File: src/rtl/isqrt_search_if.sv
// Valid/ready bundle carrying an operand from the discriminant stage into isqrt_search
// and the finished root out to the hit-distance stage.
interface isqrt_search_if #(
    parameter int W = 32
);
    logic             in_valid;
    logic             in_ready;
    logic [2*W-1:0]   in_value;
    logic             out_valid;
    logic             out_ready;
    logic [W-1:0]     out_root;

    modport master (
        output in_valid, in_value, out_ready,
        input  in_ready, out_valid, out_root
    );

    modport slave (
        input  in_valid, in_value, out_ready,
        output in_ready, out_valid, out_root
    );
endinterface

File: src/rtl/isqrt_search.sv
// Bit-serial floor(sqrt(c)) for a 2*W-bit operand: one root bit per clock, MSB first,
// each bit kept only if the trial root squared does not exceed the latched operand.

module squarer #(
    parameter int W = 32
) (
    input  logic [W-1:0]   a_i,
    input  logic [2*W-1:0] c_i,
    output logic           gt_o
);
    logic [2*W-1:0] a_ext;
    logic [2*W-1:0] sq;

    // (2^W-1)^2 fits in 2*W bits, so the product never truncates.
    assign a_ext = {{W{1'b0}}, a_i};
    assign sq    = a_ext * a_ext;
    assign gt_o  = sq > c_i;
endmodule

module isqrt_search #(
    parameter int W = 32
) (
    input logic                clk,
    input logic                rst,
    isqrt_search_if.slave      bus
);
    localparam int IW = $clog2(W);

    typedef enum logic [1:0] {
        IDLE,
        RUN,
        DONE
    } state_e;

    state_e           state_q;
    logic [W-1:0]     root_q;
    logic [2*W-1:0]   c_q;
    logic [IW-1:0]    bit_idx_q;
    logic             out_valid_q;
    logic [W-1:0]     out_root_q;

    logic [W-1:0]     trial;
    logic             trial_gt;
    logic [W-1:0]     root_d;

    assign trial  = root_q | (W'(1) << bit_idx_q);
    assign root_d = trial_gt ? root_q : trial;

    squarer #(.W(W)) u_squarer (
        .a_i  (trial),
        .c_i  (c_q),
        .gt_o (trial_gt)
    );

    // NOTE: every register here uses <= so all of them see pre-edge values of each other.
    always_ff @(posedge clk or posedge rst) begin
        if (rst) begin
            state_q     <= IDLE;
            root_q      <= '0;
            c_q         <= '0;
            bit_idx_q   <= IW'(W - 1);
            out_valid_q <= 1'b0;
            out_root_q  <= '0;
        end else begin
            case (state_q)
                IDLE: begin
                    if (bus.in_valid) begin
                        c_q       <= bus.in_value;
                        root_q    <= '0;
                        bit_idx_q <= IW'(W - 1);
                        state_q   <= RUN;
                    end
                end
                RUN: begin
                    root_q <= root_d;
                    if (bit_idx_q == '0) begin
                        state_q     <= DONE;
                        out_valid_q <= 1'b1;
                        out_root_q  <= root_d;
                    end else begin
                        bit_idx_q <= bit_idx_q - IW'(1);
                    end
                end
                DONE: begin
                    if (bus.out_ready) begin
                        state_q     <= IDLE;
                        out_valid_q <= 1'b0;
                    end
                end
                default: state_q <= IDLE;
            endcase
        end
    end

    // Gating with rst keeps the source from seeing a ready block while it is held in reset.
    assign bus.in_ready  = (state_q == IDLE) && !rst;
    assign bus.out_valid = out_valid_q;
    assign bus.out_root  = out_root_q;
endmodule

File: src/flat_wrapper.sv
// flat-port wrapper written by rule: the top's interface ports become plain ports
module isqrt_search_flat 
#(
    parameter int W = 32
)
  (clk, rst, bus_in_valid, bus_in_value, bus_out_ready, bus_in_ready, bus_out_valid, bus_out_root);
  isqrt_search_if #(.W(W)) bus_i ();
  input logic clk;
  input logic rst;
  input wire logic [$bits(bus_i.in_valid)-1:0] bus_in_valid;
  input wire logic [$bits(bus_i.in_value)-1:0] bus_in_value;
  input wire logic [$bits(bus_i.out_ready)-1:0] bus_out_ready;
  output wire logic [$bits(bus_i.in_ready)-1:0] bus_in_ready;
  output wire logic [$bits(bus_i.out_valid)-1:0] bus_out_valid;
  output wire logic [$bits(bus_i.out_root)-1:0] bus_out_root;
  assign bus_i.in_valid = bus_in_valid;
  assign bus_i.in_value = bus_in_value;
  assign bus_i.out_ready = bus_out_ready;
  assign bus_in_ready = bus_i.in_ready;
  assign bus_out_valid = bus_i.out_valid;
  assign bus_out_root = bus_i.out_root;
  isqrt_search #(.W(W)) u_core (.clk(clk), .rst(rst), .bus(bus_i));
endmodule
File: config.mk
export PLATFORM = sky130hd
export DESIGN_NAME = isqrt_search_flat
export DESIGN_NICKNAME = d
export VERILOG_FILES = /design/src/rtl/isqrt_search_if.sv /design/src/rtl/isqrt_search.sv /design/src/flat_wrapper.sv
export SDC_FILE = /design/constraint.sdc
export NUM_CORES = 2
export LEC_CHECK = 0
export BUFFER_PORTS_ARGS = -buffer_cell sky130_fd_sc_hd__buf_4
export CORE_ASPECT_RATIO = 1.1
export CORE_MARGIN = 5
export CORE_UTILIZATION = 45
export CTS_BUF_LIST = sky130_fd_sc_hd__clkbuf_8
export DETAILED_ROUTE_END_ITERATION = 16
export PLACE_DENSITY = 0.65
export SKIP_LAST_GASP = 1
export SLEW_MARGIN = 10
export SYNTH_ARGS = -nofsm -noshare
export SYNTH_HDL_FRONTEND = slang
export SYNTH_HIERARCHICAL = 1
export SYNTH_SLANG_ARGS = --single-unit
File: constraint.sdc
create_clock -name clk -period 10.65 [get_ports clk]
set_input_delay 2.13 -clock clk [delete_from_list [all_inputs] [get_ports clk]]
set_output_delay 2.13 -clock clk [all_outputs]
set_load 0.03 [all_outputs]
Yosys cells after proc, flatten, opt, wreduce, memory -nomap -nowiden:

Index checks and enable logic that the tools add are counted.
W data, S select, Z words.

* flip-flop bits (word level): 136
* output and inout bits: 34
* word-level logic and storage cells: 42

* add/sub/neg operators: 1
* multiply operators: 1
* order comparisons: 1
* equality and inequality tests: 6
* shift-type cells: 1
* mux-type cells: 13
* bitwise gates (word level): 1
* reduce and logical (&&, ||, !) cells: 12

Operators with widths (count)
* $gt A64 B64 Y1: 1
* $mul A32 B32 Y64: 1
* $mux W32: 2
* $pmux W32 S2: 1
* $or A32 B32 Y32: 1
* $shl A1 B5 Y32 const A: 1
* $mux W5: 2
* $pmux W5 S2: 1
* $reduce_and A3 Y1: 3
* $mux W2: 3
* $ne A2 B2 Y1 const B: 3
* $pmux W2 S3: 1
* $reduce_and A2 Y1: 3
* $logic_not A5 Y1: 1
* $sub A5 B1 Y5 const B: 1
* $reduce_bool A2 Y1: 2
* $eq A2 B1 Y1 const B: 1
* $eq A2 B2 Y1 const B: 1
* $logic_not A2 Y1: 1
* $mux W1: 2
* $ne A2 B1 Y1 const B: 1
* $pmux W1 S2: 1
* $logic_and A1 B1 Y1: 1
* $logic_not A1 Y1: 1

Longest topological paths before layout:

* depth in word-level cells: 6
* mapped depth: 48
* depth with buffers taken out: 42

Modules after synthesis:

Netlist, hierarchy kept.

By module, submodules not included
* squarer: instances 1, cells an instance 3411, area each 30912.1 µm², seq. area each 0.0 µm²
* isqrt_search: instances 1, cells an instance 419, area each 5754.3 µm², seq. area each 3409.5 µm²

Least setup slack after synthesis:

No wires, ideal clock.

* path type: reg2reg
* start point: register u_core.bit_idx_q[2]
* end point: register u_core.root_q[28]
* arrival time: 10253 ps
* slack: 302 ps
* cell stages (with the launch flop): 46
* clock period less this slack: 10348 ps
* path through: dfstp_2 > clkbuf_1 > clkbuf_1 > buf_2 > a31o_2 > clkbuf_1 > clkbuf_1 > nand2_1 > fa_1 > inv_1 > fa_1 > fa_1 > inv_1 > fa_1 > inv_1 > fa_1 > inv_1 > fa_1 > [10 not listed] > nor2_1 > o21ai_1 > xor2_1 > ha_1 > a21o_1 > a21o_1 > a21oi_1 > nor2_1 > a211oi_1 > o211ai_1 > a221o_1 > a21oi_1 > a31oi_1 > clkbuf_1 > nor2b_1 > clkbuf_1 > nand2_1 > o31ai_1

* cells in the longest elaborated chain, start to end: 6

Ends and longest elaborated chain
* start: declaration: line isqrt_search.sv:38 `logic [IW-1:0] bit_idx_q;`
* start signal: assignment: line isqrt_search.sv:61 `bit_idx_q <= IW'(W - 1);`
* start signal: assignment: line isqrt_search.sv:70 `bit_idx_q <= IW'(W - 1);`
* start signal: assignment: line isqrt_search.sv:81 `bit_idx_q <= bit_idx_q - IW'(1);`
* $shl A1 B5 Y32: line isqrt_search.sv:46 `assign trial = root_q | (W'(1) << bit_idx_q);`
* $or A32 B32 Y32: line isqrt_search.sv:46
* net u_core.trial[13]: line isqrt_search.sv:42 `logic [W-1:0] trial;`
* $mul A32 B32 Y64: line isqrt_search.sv:16 `assign sq = a_ext * a_ext;`
* $gt A64 B64 Y1: line isqrt_search.sv:17 `assign gt_o = sq > c_i;`
* net u_core.trial_gt: line isqrt_search.sv:43 `logic trial_gt;`
* $mux W32: line isqrt_search.sv:47 `assign root_d = trial_gt ? root_q : trial;`
* $pmux W32 S2: line isqrt_search.sv:65 `case (state_q)`
* end signal: assignment: line isqrt_search.sv:75 `root_q <= root_d;`
* end: declaration: line isqrt_search.sv:36 `logic [W-1:0] root_q;`

The timed path passes the listed nets, and every way through them passes these cells.
A chain may end at the register's enable or synchronous reset.

Worst setup path in the final report:

* start point: register u_core.bit_idx_q[0]
* end point: register u_core.out_root_q[3] (netlist: u_core/bus.out_root[3])

* cells in the longest elaborated chain, start to end: 5
* elaborated cells on any way between the ends: 7
* classes of those cells: 1 x mul; 1 x order compare; 1 x shift; 1 x mux; 1 x bitwise; 2 x reduce/logical

Ends and longest elaborated chain
* $shl A1 B5 Y32: line isqrt_search.sv:46
* $or A32 B32 Y32: line isqrt_search.sv:46
* net u_core.trial[24]: line isqrt_search.sv:42
* $mul A32 B32 Y64: line isqrt_search.sv:16
* $gt A64 B64 Y1: line isqrt_search.sv:17
* net u_core.trial_gt: line isqrt_search.sv:43
* $mux W32: line isqrt_search.sv:47
* end signal: assignment: line isqrt_search.sv:79 `out_root_q <= root_d;`
* end: declaration: line isqrt_search.sv:40 `logic [W-1:0] out_root_q;`

The timed path passes the listed nets, and every way through them passes these cells.

==> impl_metrics.json <==
{
  "crit_fanout": 7,
  "final_antenna_net_count": 0,
  "synth_cells": 3830,
  "synth_fp_nets": 5054,
  "worst_ep_required_time_ns": 10.96,
  "gr-total-overflow": 0,
  "rsz0062_at_grt": "true",
  "cpPeakStageDelay_ns": 0.59,
  "antenna_found_initial": 0,
  "crit_top_cell": "fa_1",
  "crit_slowest_cell": "fa_1",
  "synthMuxAreaShare_pct": 2.96,
  "final_cells": 5253,
  "maxSlewViolCount": 0,
  "r2r-start": "u_core/bit_idx_q[0]",
  "path_class": "reg2reg",
  "synthAdderAreaFrac_pct": 55.6,
  "timing.fmax_mhz": 96.1,
  "grt_pass1_wl_microns": 162000,
  "grt_max_degree": 89,
  "die_area_sq_um": 87300,
  "hold_start": "u_core/c_q[21]",
  "synth_compound_area_share_pct": 7.38,
  "synth-seq-area-share_pct": 9.30,
  "place_ws_ns": -0.334,
  "cts_inserted_buffers": 17,
  "worstPathArrival_ns": 10.72,
  "fin_setup_tns_ns": 0,
  "grt_pass1_vias": 29900,
  "synth_top_family_by_area": "adder cells",
  "hpwl_microns": 88100,
  "nNetsFinal": 5409,
  "clk_pin_slew_worst_paths_ns": 0.09,
  "worstMarginPinSlew_ns": 1.14,
  "groute.usage.overall_pct": 24.0,
  "ff_latch_area_sq_um": 3410,
  "layout-drive-gt1-share_pct": 18.1,
  "io_buffers": 101,
  "cts_buffer_depth": 2,
  "crit_start": "u_core/bit_idx_q[0]",
  "multiInputGateArea_sq_um": 29300,
  "cap_violations": 0,
  "htree_levels": 4,
  "synth-simple-area-share_pct": 10.0,
  "status": "completed",
  "drc": 0,
  "pin_count": 102,
  "area_delta_synth_final_pct": 16.0,
  "period_share_pct": 97.7,
  "via_per_inst": 5.16,
  "ys.flop_type": "dfrtp_1",
  "cp_top_family": "adder cells",
  "min_path_type": "reg2reg",
  "routed_wl_microns": 103000,
  "finalHoldViolCount": 0,
  "cts_hold_buf": 0,
  "path_buf_inv": 14,
  "yosys_warnings": 6,
  "via_count": 27100,
  "clk_latency_ns": 0.47,
  "synth_xor_area_share_pct": 2.46,
  "first_iter_violations": 1559,
  "final_common_cell": "inv_1",
  "end_kind": "flop",
  "start_util_pct": 45.5,
  "layout_min_cycle_time_ns": 10.41,
  "ys_async_sr_fraction_pct": 100,
  "final_util_pct": 52.8,
  "synth_area_per_cell_sq_um": 9.57,
  "die_w_microns": 282,
  "wl_per_cell_microns": 19.6,
  "die_h_microns": 309,
  "dr.pass1.iters": 7,
  "place.gp.congestion": 0.963,
  "synth_cell_type_count": 76,
  "cts_tree": "built",
  "root_buffer": "clkbuf_8",
  "relSlewSlack_pct": 24.1,
  "fillers": 7334,
  "skew_ns": 0.0171,
  "post-route-worst-setup-slack_ns": 0.241,
  "ys_seq_elements": 136,
  "dp_cells": 5206,
  "synth_area_sq_um": 36700,
  "core_sq_um": 80600,
  "synth_edf_count": 0,
  "final_cell_mix": "1026 x inv_1, 772 x fa_1, 433 x buf_4",
  "rows": 109,
  "worstSetupStartpointType": "flop",
  "clock_sinks": 136,
  "setup_viol": 0
}
## worst reg2reg max path, delay by kind of cell (launching register included)
family                     cells  cell delay, ns
adders and majority gates     12            5.07
AOI/OAI and AO/OA              8            1.62
buffers and inverters         14            1.48
and+or+nand+nor                9            1.42
DFF                            1            0.56
xor gates and xnor gates       1            0.09
## cells in the mapped netlist, types with 40 or more instances
master	count	area share, %
a21oi_1	127	1.7
a21o_1	75	1.5
xnor2_1	54	1.3
clkbuf_1	120	1.2
o21ai_0	40	0.55
inv_1	1034	11
nand2_1	307	3.1
mux2_2	68	2.1
dfrtp_1	131	8.9
xor2_1	47	1.1
fa_1	787	43
nor2_1	118	1.2
and2_1	202	3.4
ha_1	369	13
## routing by layer
layer | share of wire, % | up-vias | GRT usage [%]
met5 | 0 | - | 0
met4 | 5.0 | 0 | 9.25
met3 | 4.8 | 249 | 2.89
met2 | 52 | 769 | 43.9
met1 | 38 | 13800 | 29.1
li1 | - | 12300 | -
## cell families (layout without fill, tap and decap cells)
| logic type | count (synthesis) | in the layout |
|---|---|---|
| AOI/OAI and AO/OA | 403 | 403 |
| other | 0 | 1 |
| adders and majority gates | 1156 | 1156 |
| muxes | 91 | 91 |
| buffers and inverters | 1188 | 1556 |
| and+or+nand+nor | 754 | 754 |
| xor gates and xnor gates | 102 | 102 |
| DFF | 136 | 136 |
## area by class of cell
type,instances,share of cell area (%)
tap,1054,3.10
multi-input combinational,2506,68.9
antenna,1,0.00588
clock inverter,15,0.488
clock buffer,17,0.550
inverter,1039,9.17
sequential,136,8.01
timing repair buffer,485,9.78
## flip-flops by register name, indices dropped and copies added (netlist names)
| signal | count |
|---|---|
| u_core/bit_idx_q | 5 |
| u_core/root_q | 32 |
| u_core/state_q | 2 |
| u_core/c_q | 64 |
| u_core/bus.out_root | 32 |
| u_core/bus.out_valid | 1 |
## stage by stage
step	hold WS [ns]	cell area, sq um
floorplan	0.476	36700
global placement	0.492	41400
detailed placement	0.496	41400
CTS	0.515	41900
global route	0.530	42500
finish	0.514	42500
## path summary, 6_finish.rpt
check                                           to  slack [ns]  depth (start not counted)
max in group asynchronous           u_core/c_q[21]        7.35                          3
max                         u_core/bus.out_root[3]        0.24                         44
max reg2reg                 u_core/bus.out_root[3]        0.24                         44
min in group asynchronous  u_core/bus.out_root[31]        1.76                          2
min                                 u_core/c_q[21]        0.51                          1
min reg2reg                         u_core/c_q[21]        0.51                          1
## what timing repair did
item	in CTS	in global routing
buffers inserted	0	13
setup endpoints to repair	43	43
resized for setup	8	135
pin swaps	1	70
gates cloned	0	1
Power is left out: the tool's default activity adds up to more than one toggle a clock period on the data nets, which glitch-free logic cannot reach.
